**src/rtl/imuldiv_int_div_issue.sv**
```systemverilog
// imuldiv_int_div_issue
// Issue front end for the iterative integer divider. It takes one
// DIV/DIVU/REM/REMU op at a time and sends it over the divreq channel. It
// then picks the quotient or remainder half of divresp and returns it with
// its tag on the writeback channel.
//
// Optional feature macro: IMULDIV_DIVZERO_BYPASS_EN
//   When defined, an op with op_b == 0 skips the divider. It goes straight
//   to writeback with the RISC-V divide-by-zero result.
//
// Handshake outputs are registered flags that move with the FSM. None of
// them depends combinationally on its partner signal.

module imuldiv_int_div_issue #(
    parameter int TAG_W = 5
) (
    input  logic             clk,
    input  logic             reset,

    input  logic             op_val,
    output logic             op_rdy,
    input  logic [1:0]       op_fn,
    input  logic [31:0]      op_a,
    input  logic [31:0]      op_b,
    input  logic [TAG_W-1:0] op_tag,

    output logic             divreq_msg_fn,
    output logic [31:0]      divreq_msg_a,
    output logic [31:0]      divreq_msg_b,
    output logic             divreq_val,
    input  logic             divreq_rdy,

    input  logic [63:0]      divresp_msg_result,
    input  logic             divresp_val,
    output logic             divresp_rdy,

    output logic             wb_val,
    input  logic             wb_rdy,
    output logic [31:0]      wb_data,
    output logic [TAG_W-1:0] wb_tag,

    output logic [31:0]      op_count
);

    typedef enum logic [1:0] {
        IDLE = 2'd0,
        REQ  = 2'd1,
        WAIT = 2'd2,
        WB   = 2'd3
    } state_t;

    // Captured operation: fn[1] selects remainder, fn[0] selects unsigned.
    typedef struct packed {
        logic [1:0]       fn;
        logic [31:0]      a;
        logic [31:0]      b;
        logic [TAG_W-1:0] tag;
    } op_req_t;

    // fn resets to DIVU so that divreq_msg_fn (= ~fn[0]) reads 0 in reset.
    localparam op_req_t OP_RESET = '{fn: 2'b01, a: '0, b: '0, tag: '0};

    state_t     state;
    op_req_t    op_q;
    logic [31:0] res_reg;
    logic        div_zero;
    logic [31:0] bypass_res;
    logic [31:0] resp_sel;

`ifdef IMULDIV_DIVZERO_BYPASS_EN
    assign div_zero = (op_b == 32'd0);
`else
    assign div_zero = 1'b0;
`endif

    // Divide-by-zero result: all ones for DIV/DIVU, the dividend for REM/REMU.
    assign bypass_res = op_fn[1] ? op_a : 32'hFFFF_FFFF;

    // Remainder lives in the upper half of the divider response.
    assign resp_sel = op_q.fn[1] ? divresp_msg_result[63:32]
                                 : divresp_msg_result[31:0];

    assign divreq_msg_fn = ~op_q.fn[0];
    assign divreq_msg_a  = op_q.a;
    assign divreq_msg_b  = op_q.b;
    assign wb_data       = res_reg;
    assign wb_tag        = op_q.tag;

    // Issue FSM: state, captured op, result and registered handshake flags.
    always_ff @(posedge clk or posedge reset) begin
        if (reset) begin
            state       <= IDLE;
            op_q        <= OP_RESET;
            res_reg     <= '0;
            op_count    <= '0;
            op_rdy      <= 1'b0;
            divreq_val  <= 1'b0;
            divresp_rdy <= 1'b0;
            wb_val      <= 1'b0;
        end else begin
            case (state)
                IDLE: begin
                    // op_rdy is raised one cycle after reset release and
                    // stays up until an op is taken.
                    if (op_rdy && op_val) begin
                        op_q   <= '{fn: op_fn, a: op_a, b: op_b, tag: op_tag};
                        op_rdy <= 1'b0;
                        if (div_zero) begin
                            res_reg <= bypass_res;
                            wb_val  <= 1'b1;
                            state   <= WB;
                        end else begin
                            divreq_val <= 1'b1;
                            state      <= REQ;
                        end
                    end else begin
                        op_rdy <= 1'b1;
                    end
                end
                REQ: begin
                    if (divreq_rdy) begin
                        divreq_val  <= 1'b0;
                        divresp_rdy <= 1'b1;
                        state       <= WAIT;
                    end
                end
                WAIT: begin
                    if (divresp_val) begin
                        res_reg     <= resp_sel;
                        divresp_rdy <= 1'b0;
                        wb_val      <= 1'b1;
                        state       <= WB;
                    end
                end
                WB: begin
                    if (wb_rdy) begin
                        op_count <= op_count + 32'd1;
                        wb_val   <= 1'b0;
                        op_rdy   <= 1'b1;
                        state    <= IDLE;
                    end
                end
                default: begin
                    state       <= IDLE;
                    op_rdy      <= 1'b0;
                    divreq_val  <= 1'b0;
                    divresp_rdy <= 1'b0;
                    wb_val      <= 1'b0;
                end
            endcase
        end
    end

endmodule

```
**config.mk**
```make
export PLATFORM = sky130hd
export DESIGN_NAME = imuldiv_int_div_issue
export DESIGN_NICKNAME = d
export VERILOG_FILES = /design/src/rtl/imuldiv_int_div_issue.sv
export SDC_FILE = /design/constraint.sdc
export NUM_CORES = 1
export LEC_CHECK = 0
export BUFFER_PORTS_ARGS = -buffer_cell sky130_fd_sc_hd__buf_4
export CAP_MARGIN = 20
export CORE_MARGIN = 2
export CORE_UTILIZATION = 35
export CTS_CLUSTER_DIAMETER = 60
export DETAILED_ROUTE_END_ITERATION = 10
export PLACE_DENSITY = 0.62
export SLEW_MARGIN = 20
export SYNTH_ARGS = -nofsm -noshare
export SYNTH_HDL_FRONTEND = slang
export SYNTH_SLANG_ARGS = --single-unit
```
**constraint.sdc**
```tcl
create_clock -name clk -period 12.1 [get_ports clk]
set_clock_uncertainty 0.15 [all_clocks]
set_input_delay 3.63 -clock clk [delete_from_list [all_inputs] [get_ports clk]]
set_output_delay 3.63 -clock clk [all_outputs]
set_load 0.01 [all_outputs]
```
==> Yosys cells after proc, flatten, opt, wreduce, memory -nomap -nowiden <==
Index checks and enable logic that the tools add are counted.
W data, S select, Z words.
{ "classes": {"add_sub_neg": 1, "multipliers": 0, "div": 0, "n_lt_le_gt_ge": 0, "eq_ne": 7, "shifts": 0, "n_mux": 18, "bitwise": 1, "reduce_logical": 14} }
{ "op_table": {"columns": ["op", "count"], "rows": [
  ["$add A32 B1 Y32 const B", 1],
  ["$mux W32", 1],
  ["$reduce_and A3 Y1", 3],
  ["$mux W1", 8],
  ["$mux W2", 4],
  ["$ne A2 B2 Y1 const B", 4],
  ["$pmux W1 S2", 4],
  ["$pmux W2 S4", 1],
  ["$reduce_and A2 Y1", 4],
  ["$reduce_bool A2 Y1", 4],
  ["$eq A2 B2 Y1 const B", 2],
  ["$reduce_and A4 Y1", 1],
  ["$eq A2 B1 Y1 const B", 1],
  ["$logic_not A2 Y1", 1],
  ["$logic_and A1 B1 Y1", 1],
  ["$not A1 Y1", 1]
]} }
{ "word_totals": {"register_bits": 141, "latch_bits": 0, "mem_bits_rw": 0, "mem_bits_ro": 0, "input_bits": 141, "out_inout_bits": 138, "elab_cells": 52, "n_memories": 0} }

==> Longest topological paths before layout <==
Gate-level depths: netlist (run 1).
{ "depth": {"ltp_word": 3, "mapped_depth": 7, "depth_no_buf": 5} }

==> Least setup slack after synthesis (run 1) <==
OpenSTA, ideal clock, no wires.
{ "synth_path": {"path_kind": "input-to-reg", "startpoint": "input port wb_rdy", "endpoint": "register op_count[30]", "setup_ns": 0.125, "arrival_ns": 4.852, "setup_slack_ns": 6.973, "path_stages": 4, "path_buffers": 0, "cell_sequence": "nand4_1 > or4_1 > or4_1 > xnor2_1"} }
{ "synth_via": {"elab_chain_len": 1} }
{ "synth_rtl": {"columns": ["item", "line", "rtl"], "rows": [
  ["from (decl)", "38", "input logic wb_rdy,"],
  ["$reduce_and A2 Y1 (no line)", null, null],
  ["to (signal assigned)", "137", "op_count <= op_count + 32'd1;"],
  ["to (decl)", "42", "output logic [31:0] op_count"]
]} }
Every way passes these cells.
A chain may end at the register's enable or synchronous reset.

==> Worst setup path after layout (run 1) <==
Same ends and word-level chain as after synthesis.

==> impl_metrics.ini, run 1 <==
[clock_tree]
post_cts_resized = 0
insertion_delay_ps = 410
hold_buffers = 0
clockBufferDepth = 2
cts_sinks = 141
root_buffer = clkbuf_16
cts_max_level = 4
postCtsSetupBuffers = 0
cts_tree = built
clk_pin_slew_worst_paths_ps = 60
numCtsBuffers = 17

[cells_and_area]
syn2layout_area_growth_pct = 38.2
drive_above_1_share_pct = 52.5
final_nets = 882
antennaDiodeCount = 0

[timing]
setup_viol = 0
worstMarginPinSlew_ps = 941
maxSlewViolCount = 0
finalCritPeriodShare_pct = 40.9
max_freq_mhz = 202
finalSetupTns_ps = 0
slew_headroom_pct = 37.3
post-route-min-period_ps = 4950
setup_slack_ps = 7150
timing.final.hold_violations = 0
rsz0062_at_grt = no
holdWs_ps = 335

[placed_design]
place_congestion = 0.763
portBuffers = 278
post-dp-hpwl_mm = 11.5
place_ws_ps = 6560

[setup_path]
cp.required_ps = 12250
crit_type = in2reg
cp_common_cell = or4_1
slowest_delay_ps = 530
crit_slowest_cell = or4_1
worst_setup_path_end_kind = flop
arrival_ps = 5090
start_kind = input pin
cp_top_family = simple AND/OR/NAND/NOR gates
worstPathMaxFanout = 7
crit_chain = buf_4 > nand4_1 > or4_1 > or4_1 > xnor2_1
cp_num_buf_inv = 1

[logic_synthesis]
ys_types = 31
ys_seq_area_share_pct = 55.2
synth.net_count = 672
synth_area_leaders = dfrtp_1 55%, mux2_2 13%, buf_4 8.1%
ys_ff_latch = 141
synthAdderAreaFrac_pct = 0.979
synth_top_area_cell = dfrtp_1
synth_area_sq_um = 6390
synth.area.mux_share_pct = 18.2
yosysWarnings = 0
synthXorXnorAreaFrac_pct = 4.25
netlist_instances = 526
synth_top_family_by_area = multiplexers
synth.avg_cell_area_sq_um = 12.1
synth-simple-area-share_pct = 7.93
yosysTopAreaCellShare_pct = 54.8
synth-compound-area-share_pct = 3.51

[pwr]
internal-power_mw = 1.43
p_sw_mw = 0.692
p_per_area_nw_per_um2 = 241
pwr-share-seq_pct = 37.7
ir_worst_vdd_mv = 0.133
p_clk_share_pct = 24.4
power_frac_comb_pct = 37.9
power_switching_share_pct = 32.6
p_leak_nw = 4.28

[run_status]
status = completed

[die]
die_area_sq_um = 19400
die_w_um = 139
core_region_area_sq_um = 18000
ioPinCount = 279
placementRows = 49
die_h_um = 139
initial_core_util_pct = 35.6

[grt]
grt_max_degree = 83
grt_pass1_wl_mm = 24.6
grt_usage_pct = 16.0
grt_pass1_vias = 4832
grt-ovfl-total = 0
antenna_found_initial = 0

[routing]
first_iter_violations = 121
finalWirelength_mm = 15.5
vias_per_cell = 4.69
drt_first_pass_iters = 4
via_count = 4589
drc = 0
wl_per_cell_um = 15.8
ant_nets = 0

[worst_hold_path]
min_path_type = reg2reg

[run]
cap_viol_max_count = 0
worst register-to-register path, cell delays in order (launching register included):
cell     delay (ps)
dfrtp_1         390
ha_1            330
nand4_1         220
or4_1           510
or4_1           530
xnor2_1         140
power groups by stage:
stage / clock network, mW / registers, mW / logic (mW)
finish: 0.518 / 0.803 / 0.806
global route: 0.559 / 0.831 / 0.870
CTS: 0.539 / 0.805 / 0.819
detailed placement: 0 / 0.812 / 0.818
global placement: 0 / 0.798 / 0.801
floorplan: 0 / 0.787 / 0.569
flip-flops by register name (all words and copies together) (netlist names):
signal        flops
divreq_msg_a     32
divreq_msg_b     32
divreq_val        1
divresp_rdy       1
op_count         32
op_q              2
op_rdy            1
state             2
wb_data          32
wb_tag            5
wb_val            1
synth_stat cells:
cell	n
nand4_2	1
buf_2	1
inv_1	10
xnor2_1	25
nand2_1	14
and4_1	3
nor4_1	4
dfstp_2	1
xor2_1	6
buf_1	6
clkbuf_1	13
mux2i_1	34
o21ai_0	5
nor2_1	37
nor4b_1	1
nand3_1	11
nor3_1	3
a22o_1	2
ha_1	5
nand2b_1	1
and3_1	4
dfrtp_1	140
a21oi_1	33
or4_1	3
a21o_1	1
a221oi_1	1
or2_2	1
and2_1	5
buf_4	69
mux2_2	73
nand4_1	13
cells in the final DEF, fill, tap and decap left out, drive strengths merged, types with 6 or more instances in the layout:
cell / n
mux2i: 34
nor2: 37
nand2: 14
a21oi: 33
buf: 280
inv: 15
xnor2: 25
dfrtp: 140
nand3: 11
nand4: 14
clkbuf: 18
mux2: 73
xor2: 6
path summary, 6_finish.rpt:
check / cells after the start / startpoint / endpoint / slack, ps
setup reg to reg: 5 / state[1] / op_count[30] / 9730
setup / recovery: 5 / wb_rdy / op_count[30] / 7150
hold / removal: 1 / op_count[31] / op_count[31] / 330
max in group asynchronous: 3 / reset / op_q[70] / 7440
min in group asynchronous: 2 / reset / divreq_msg_a[8] / 3100
hold reg to reg: 1 / op_count[31] / op_count[31] / 330
area by class of cell:
cell class              instances  area (sq um)
multi-input cells             286          2250
inverters                      10          42.5
flip-flops and latches        141          3530
clock inverters                14           161
well taps                     229           287
clock buffers                  18           429
repair buffers                280          2130
fillers                      1640          9130
metal layers:
metal	share of wire, %	global-route usage [%]	vias up	wire length [um]
met5	0	0	-	0
met4	1.5	4.94	0	228
met3	6.9	5.49	21	1060
met2	49	26.2	178	7580
met1	43	20.1	2231	6620
li1	-	-	2159	-
per-stage QoR:
stage	area [sq um]	power [mW]	utilization (%)	instances
detailed placement	8210	1.63	45.7	945
finish	8830	2.13	49.2	978
global route	8830	2.26	49.2	978
global placement	8200	1.60	45.6	945
CTS	8800	2.16	49.0	977
floorplan	6390	1.36	-	526
kinds of logic (layout without fill, tap and decap cells):
kind of cell | after synthesis | in the layout
AOI/OAI and AO/OA | 42 | 42
and+or+nand+nor | 101 | 101
buffers and inverters | 99 | 322
adders and majority gates | 5 | 5
muxes | 107 | 107
DFF | 141 | 141
xor gates and xnor gates | 31 | 31
Power figures use the tool's default switching activity.
==> run 2, diff against run 1 <==
--- a/config.mk
+++ b/config.mk
@@ -5,13 +5,14 @@
 export SDC_FILE = /design/constraint.sdc
 export NUM_CORES = 1
 export LEC_CHECK = 0
+export ABC_AREA = 1
 export BUFFER_PORTS_ARGS = -buffer_cell sky130_fd_sc_hd__buf_4
 export CAP_MARGIN = 20
 export CORE_MARGIN = 2
 export CORE_UTILIZATION = 35
 export CTS_CLUSTER_DIAMETER = 60
 export DETAILED_ROUTE_END_ITERATION = 10
-export PLACE_DENSITY = 0.62
+export PLACE_DENSITY = 0.63
 export SLEW_MARGIN = 20
 export SYNTH_ARGS = -nofsm -noshare
 export SYNTH_HDL_FRONTEND = slang
==> constraint.sdc (replaced) <==
create_clock -name clk -period 4.4 [get_ports clk]
set_clock_uncertainty 0.15 [all_clocks]
set_input_delay 1.32 -clock clk [delete_from_list [all_inputs] [get_ports clk]]
set_output_delay 1.32 -clock clk [all_outputs]
set_load 0.01 [all_outputs]
==> impl_metrics.ini, run 2 <==
[grt]
antenna_found_initial = 0
grt_max_degree = 142
grt_pass1_vias = 5278
grt-ovfl-total = 0
grt_usage_pct = 17.0
grt_pass1_wl_mm = 28.7

[clock_tree]
postCtsSetupBuffers = 0
root_buffer = clkbuf_16
post_cts_resized = 0
clk_pin_slew_worst_paths_ps = 60
clockBufferDepth = 2
hold_buffers = 0
numCtsBuffers = 17
insertion_delay_ps = 410
cts_sinks = 141
cts_max_level = 4
cts_tree = built

[setup_path]
cp.required_ps = 4540
start_kind = input pin
reg2reg_slack_ps = 1880
arrival_ps = 2800
crit_cells = 4
worstPathMaxFanout = 39
slowest_delay_ps = 540
crit_chain = buf_4 > nand3_4 > buf_4 > mux2_4
worst_setup_path_end_kind = flop
cp_num_buf_inv = 2
crit_type = in2reg
crit_slowest_cell = nand3_4
r2r_cells = 5
cp_top_family = buffers and inverters
cp_common_cell = buf_4

[placed_design]
place_congestion = 0.784
place_ws_ps = 1310
dp_cells = 1122
post-dp-hpwl_mm = 12.8
portBuffers = 278

[logic_synthesis]
ys_ff_latch = 141
synth.avg_cell_area_sq_um = 10.5
async_flop_share_pct = 100
yosysMostFrequentCell = dfrtp_1
ys_seq_area_share_pct = 50.4
synthTopCellsByCount = 140 x dfrtp_1, 106 x nand2_1, 70 x buf_4, 66 x a21oi_1, 64 x nor2_1
netlist_instances = 665
ys.flop_type = dfrtp_1
yosysWarnings = 0
synth_area_sq_um = 7000
synth_edf_count = 0
synth_top_area_cell = dfrtp_1
ys_types = 37
yosysTopAreaCellShare_pct = 50.1
synth.net_count = 811
synth_area_leaders = dfrtp_1 50%, mux2_4 12%, buf_4 7.5%

[timing]
slew_headroom_pct = 47.2
finalSetupTns_ps = 0
timing.final.hold_violations = 0
maxSlewViolCount = 0
rsz0062_at_grt = no
max_freq_mhz = 377
setup_slack_ps = 1750
holdWs_ps = 337
worstMarginPinSlew_ps = 792
finalCritPeriodShare_pct = 60.3
setup_viol = 0
post-route-min-period_ps = 2650

[cells_and_area]
syn2layout_area_growth_pct = 34.7
antennaDiodeCount = 0
final_common_cell = buf_4
multiInputGateArea_sq_um = 2660
final_cell_mix = 281 x buf_4, 140 x dfrtp_1, 106 x nand2_1, 66 x a21oi_1, 64 x nor2_1
fin_cells = 1155
utilization_pct = 48.3
final_nets = 1023
seqCellArea_sq_um = 3530
drive_above_1_share_pct = 46.4
nFillCells = 1860

[routing]
drc = 0
drt_first_pass_iters = 5
first_iter_violations = 224
ant_nets = 0
finalWirelength_mm = 17.8
wl_per_cell_um = 15.4
vias_per_cell = 4.56
via_count = 5268

[die]
die_h_um = 145
die_w_um = 145
initial_core_util_pct = 35.8
die_area_sq_um = 21100
placementRows = 51
core_region_area_sq_um = 19500
ioPinCount = 279

[run_status]
status = completed

[worst_hold_path]
hold_depth = 2
min_path_type = reg2reg

[pwr]
ir_worst_vdd_mv = 0.252
p_leak_nw = 4.87
p_per_area_nw_per_um2 = 641

[run]
cap_viol_max_count = 0
==> run 2: cell families after synthesis <==
family                   count (synthesis)  synth area share, %
AO/OA/AOI/OAI                           77                 5.53
buffers and inverters                  129                 11.7
AND/OR/NAND/NOR                        223                 14.7
adder cells (fa/ha/maj)                  5                0.894
multiplexers                            69                 14.1
XOR/XNOR                                21                 2.74
flip-flops                             141                 50.4
==> run 2: where the power goes <==
group          internal (mW)  total [mW]  switching, mW  leakage, nW
registers               1.83        2.14          0.311         1.71
clock network          0.806        1.40          0.597        0.265
logic                   1.39        2.50           1.10         2.90
==> run 2: final cells by class <==
cell class | count | share of cell area (%)
inverters | 38 | 1.57
repair buffers | 284 | 23.1
well taps | 265 | 3.52
clock inverters | 13 | 1.39
flip-flops and latches | 141 | 37.5
multi-input cells | 395 | 28.3
clock buffers | 19 | 4.70
==> run 2: through the flow <==
step	instance area, sq um	power, mW
6_report	9420	6.04
5_1_grt	9420	6.41
4_1_cts	9400	6.10
3_5_place_dp	8820	4.66
3_3_place_gp	8820	4.61
2_1_floorplan	7000	3.92
==> run 2: worst min-delay path: cells and delay by family (launching register included) <==
kind	cells	cell delay [ps]
buffers and inverters	1	60
DFF	1	360
AOI/OAI and AO/OA	1	60
==> run 2: final timing paths <==
kind,end,from
max,divreq_msg_a[6],op_val
min,op_q[69],op_q[69]
max reg2reg,divreq_msg_a[6],state[0]
min reg2reg,op_q[69],op_q[69]
max in group asynchronous,divreq_msg_a[26],reset
min in group asynchronous,op_count[3],reset
==> run 2: per-layer routing <==
metal | GRT usage [%] | share of wire (%) | vias to the layer above
li1 | - | - | 2524
met2 | 27.6 | 48 | 176
met4 | 5.69 | 1.8 | 0
met1 | 22.4 | 45 | 2545
met5 | 0 | 0 | -
met3 | 4.20 | 5.1 | 23
==> run 3, diff against run 2 <==
==> constraint.sdc (replaced) <==
create_clock -name clk -period 2.2 [get_ports clk]
set_clock_uncertainty 0.15 [all_clocks]
set_input_delay 0.66 -clock clk [delete_from_list [all_inputs] [get_ports clk]]
set_output_delay 0.66 -clock clk [all_outputs]
set_load 0.01 [all_outputs]
==> impl_metrics.ini, run 3 (synthesized netlist as in run 2, its figures left out) <==
[run_status]
status = completed

[clock_tree]
cts_max_level = 4
clk_pin_slew_worst_paths_ps = 60
cts_tree = built
clockBufferDepth = 2
cts_sinks = 141
insertion_delay_ps = 420
post_cts_resized = 0
numCtsBuffers = 17
root_buffer = clkbuf_16
hold_buffers = 0
postCtsSetupBuffers = 0

[timing]
finalSetupTns_ps = 0
post-route-min-period_ps = 1930
timing.final.hold_violations = 0
worstMarginPinSlew_ps = 347
slew_headroom_pct = 76.7
rsz0062_at_grt = no
setup_viol = 0
maxSlewViolCount = 0
finalCritPeriodShare_pct = 87.8
setup_slack_ps = 269
max_freq_mhz = 518

[routing]
drt_first_pass_iters = 4
first_iter_violations = 232
drc = 0
finalWirelength_mm = 17.9
wl_per_cell_um = 15.4
via_count = 5250
vias_per_cell = 4.53
ant_nets = 0

[setup_path]
crit_start = op_q[69]
cp.required_ps = 1390
r2r-start = state[0]
arrival_ps = 1120
r2r_cells = 5
reg2reg_slack_ps = 310
crit_type = reg2out
rr_endpoint = wb_tag[1]
worst_setup_path_end_kind = output port
start_kind = flop
worstPathMaxFanout = 2

[placed_design]
portBuffers = 278
place_congestion = 0.826
place_ws_ps = 299
post-dp-hpwl_mm = 13.4

[pwr]
total_power_mw = 12.0
p_leak_nw = 4.92
ir_worst_vdd_mv = 0.558
p_per_area_nw_per_um2 = 1270

[die]
core_region_area_sq_um = 19500
initial_core_util_pct = 35.8
ioPinCount = 279
die_h_um = 145
die_area_sq_um = 21100
placementRows = 51
die_w_um = 145

[cells_and_area]
final_cell_mix = 284 x buf_4, 140 x dfrtp_1, 106 x nand2_1, 66 x a21oi_1, 64 x nor2_1
drive_above_1_share_pct = 46.7
antennaDiodeCount = 0
utilization_pct = 48.5
final_nets = 1028
syn2layout_area_growth_pct = 35.4
final_common_cell = buf_4

[grt]
grt_pass1_vias = 5319
grt_usage_pct = 17.0
grt_pass1_wl_mm = 28.6
grt-ovfl-total = 0
antenna_found_initial = 0
grt_max_degree = 54

[worst_hold_path]
min_path_type = in2async

[run]
cap_viol_max_count = 0
[run 3: cell count changes in the layout (fill, tap and decap cells not counted), sizes merged]
cell	before	now
bufinv	1	0
clkinvlp	6	3
inv	39	40
clkbuf	19	18
clkinv	5	9
buf	284	289
[run 3: how the worst max path moves through the flow]
| stage | slack [ps] | cells past startpoint | to |
|---|---|---|---|
| final | 270 | 2 | divreq_msg_fn |
| after global routing | 220 | 2 | divreq_msg_fn |
| after CTS | 240 | 2 | divreq_msg_fn |
| after detailed placement | 300 | 9 | op_count[24] |
| after global placement | 320 | 9 | op_count[28] |
| after floorplan | -370 | 1 | divreq_msg_a[0] |
[run 3: worst max-delay path: stages, from the launching register on]
cell     delay (ps)
dfstp_2         520
inv_1            50
buf_4           140
[run 3: per-layer routing]
metal  share of wire, %  vias to the layer above  track usage (%)  wire, um
met5                  0                        -                0         0
met4                2.1                        0             6.32       385
met3                5.6                       27             4.20      1000
met2                 48                      189             27.1      8520
met1                 45                     2499             22.5      8020
li1                   -                     2535                -         -
[run 3: final cells by class]
| cell class | count | area (sq um) |
|---|---|---|
| Fill cell | 1868 | 10100 |
| Sequential cell | 141 | 3530 |
| Multi-Input combinational cell | 395 | 2660 |
| Timing Repair Buffer | 289 | 2230 |
| Clock buffer | 18 | 439 |
| Tap cell | 265 | 332 |
| Inverter | 38 | 148 |
| Clock inverter | 14 | 129 |
[run 3: through the flow]
step / cells / hold WS, ps / area (sq um)
after floorplan: 665 / 331 / 7000
after global placement: 1128 / 315 / 8900
after detailed placement: 1128 / 339 / 8900
after CTS: 1160 / 218 / 9470
after global routing: 1160 / 246 / 9470
final: 1160 / 222 / 9470
[run 3: power by group]
group	switching, mW	total (mW)	internal [mW]
Clock	1.23	2.74	1.51
Sequential	0.633	4.29	3.66
Combinational	2.19	4.97	2.78
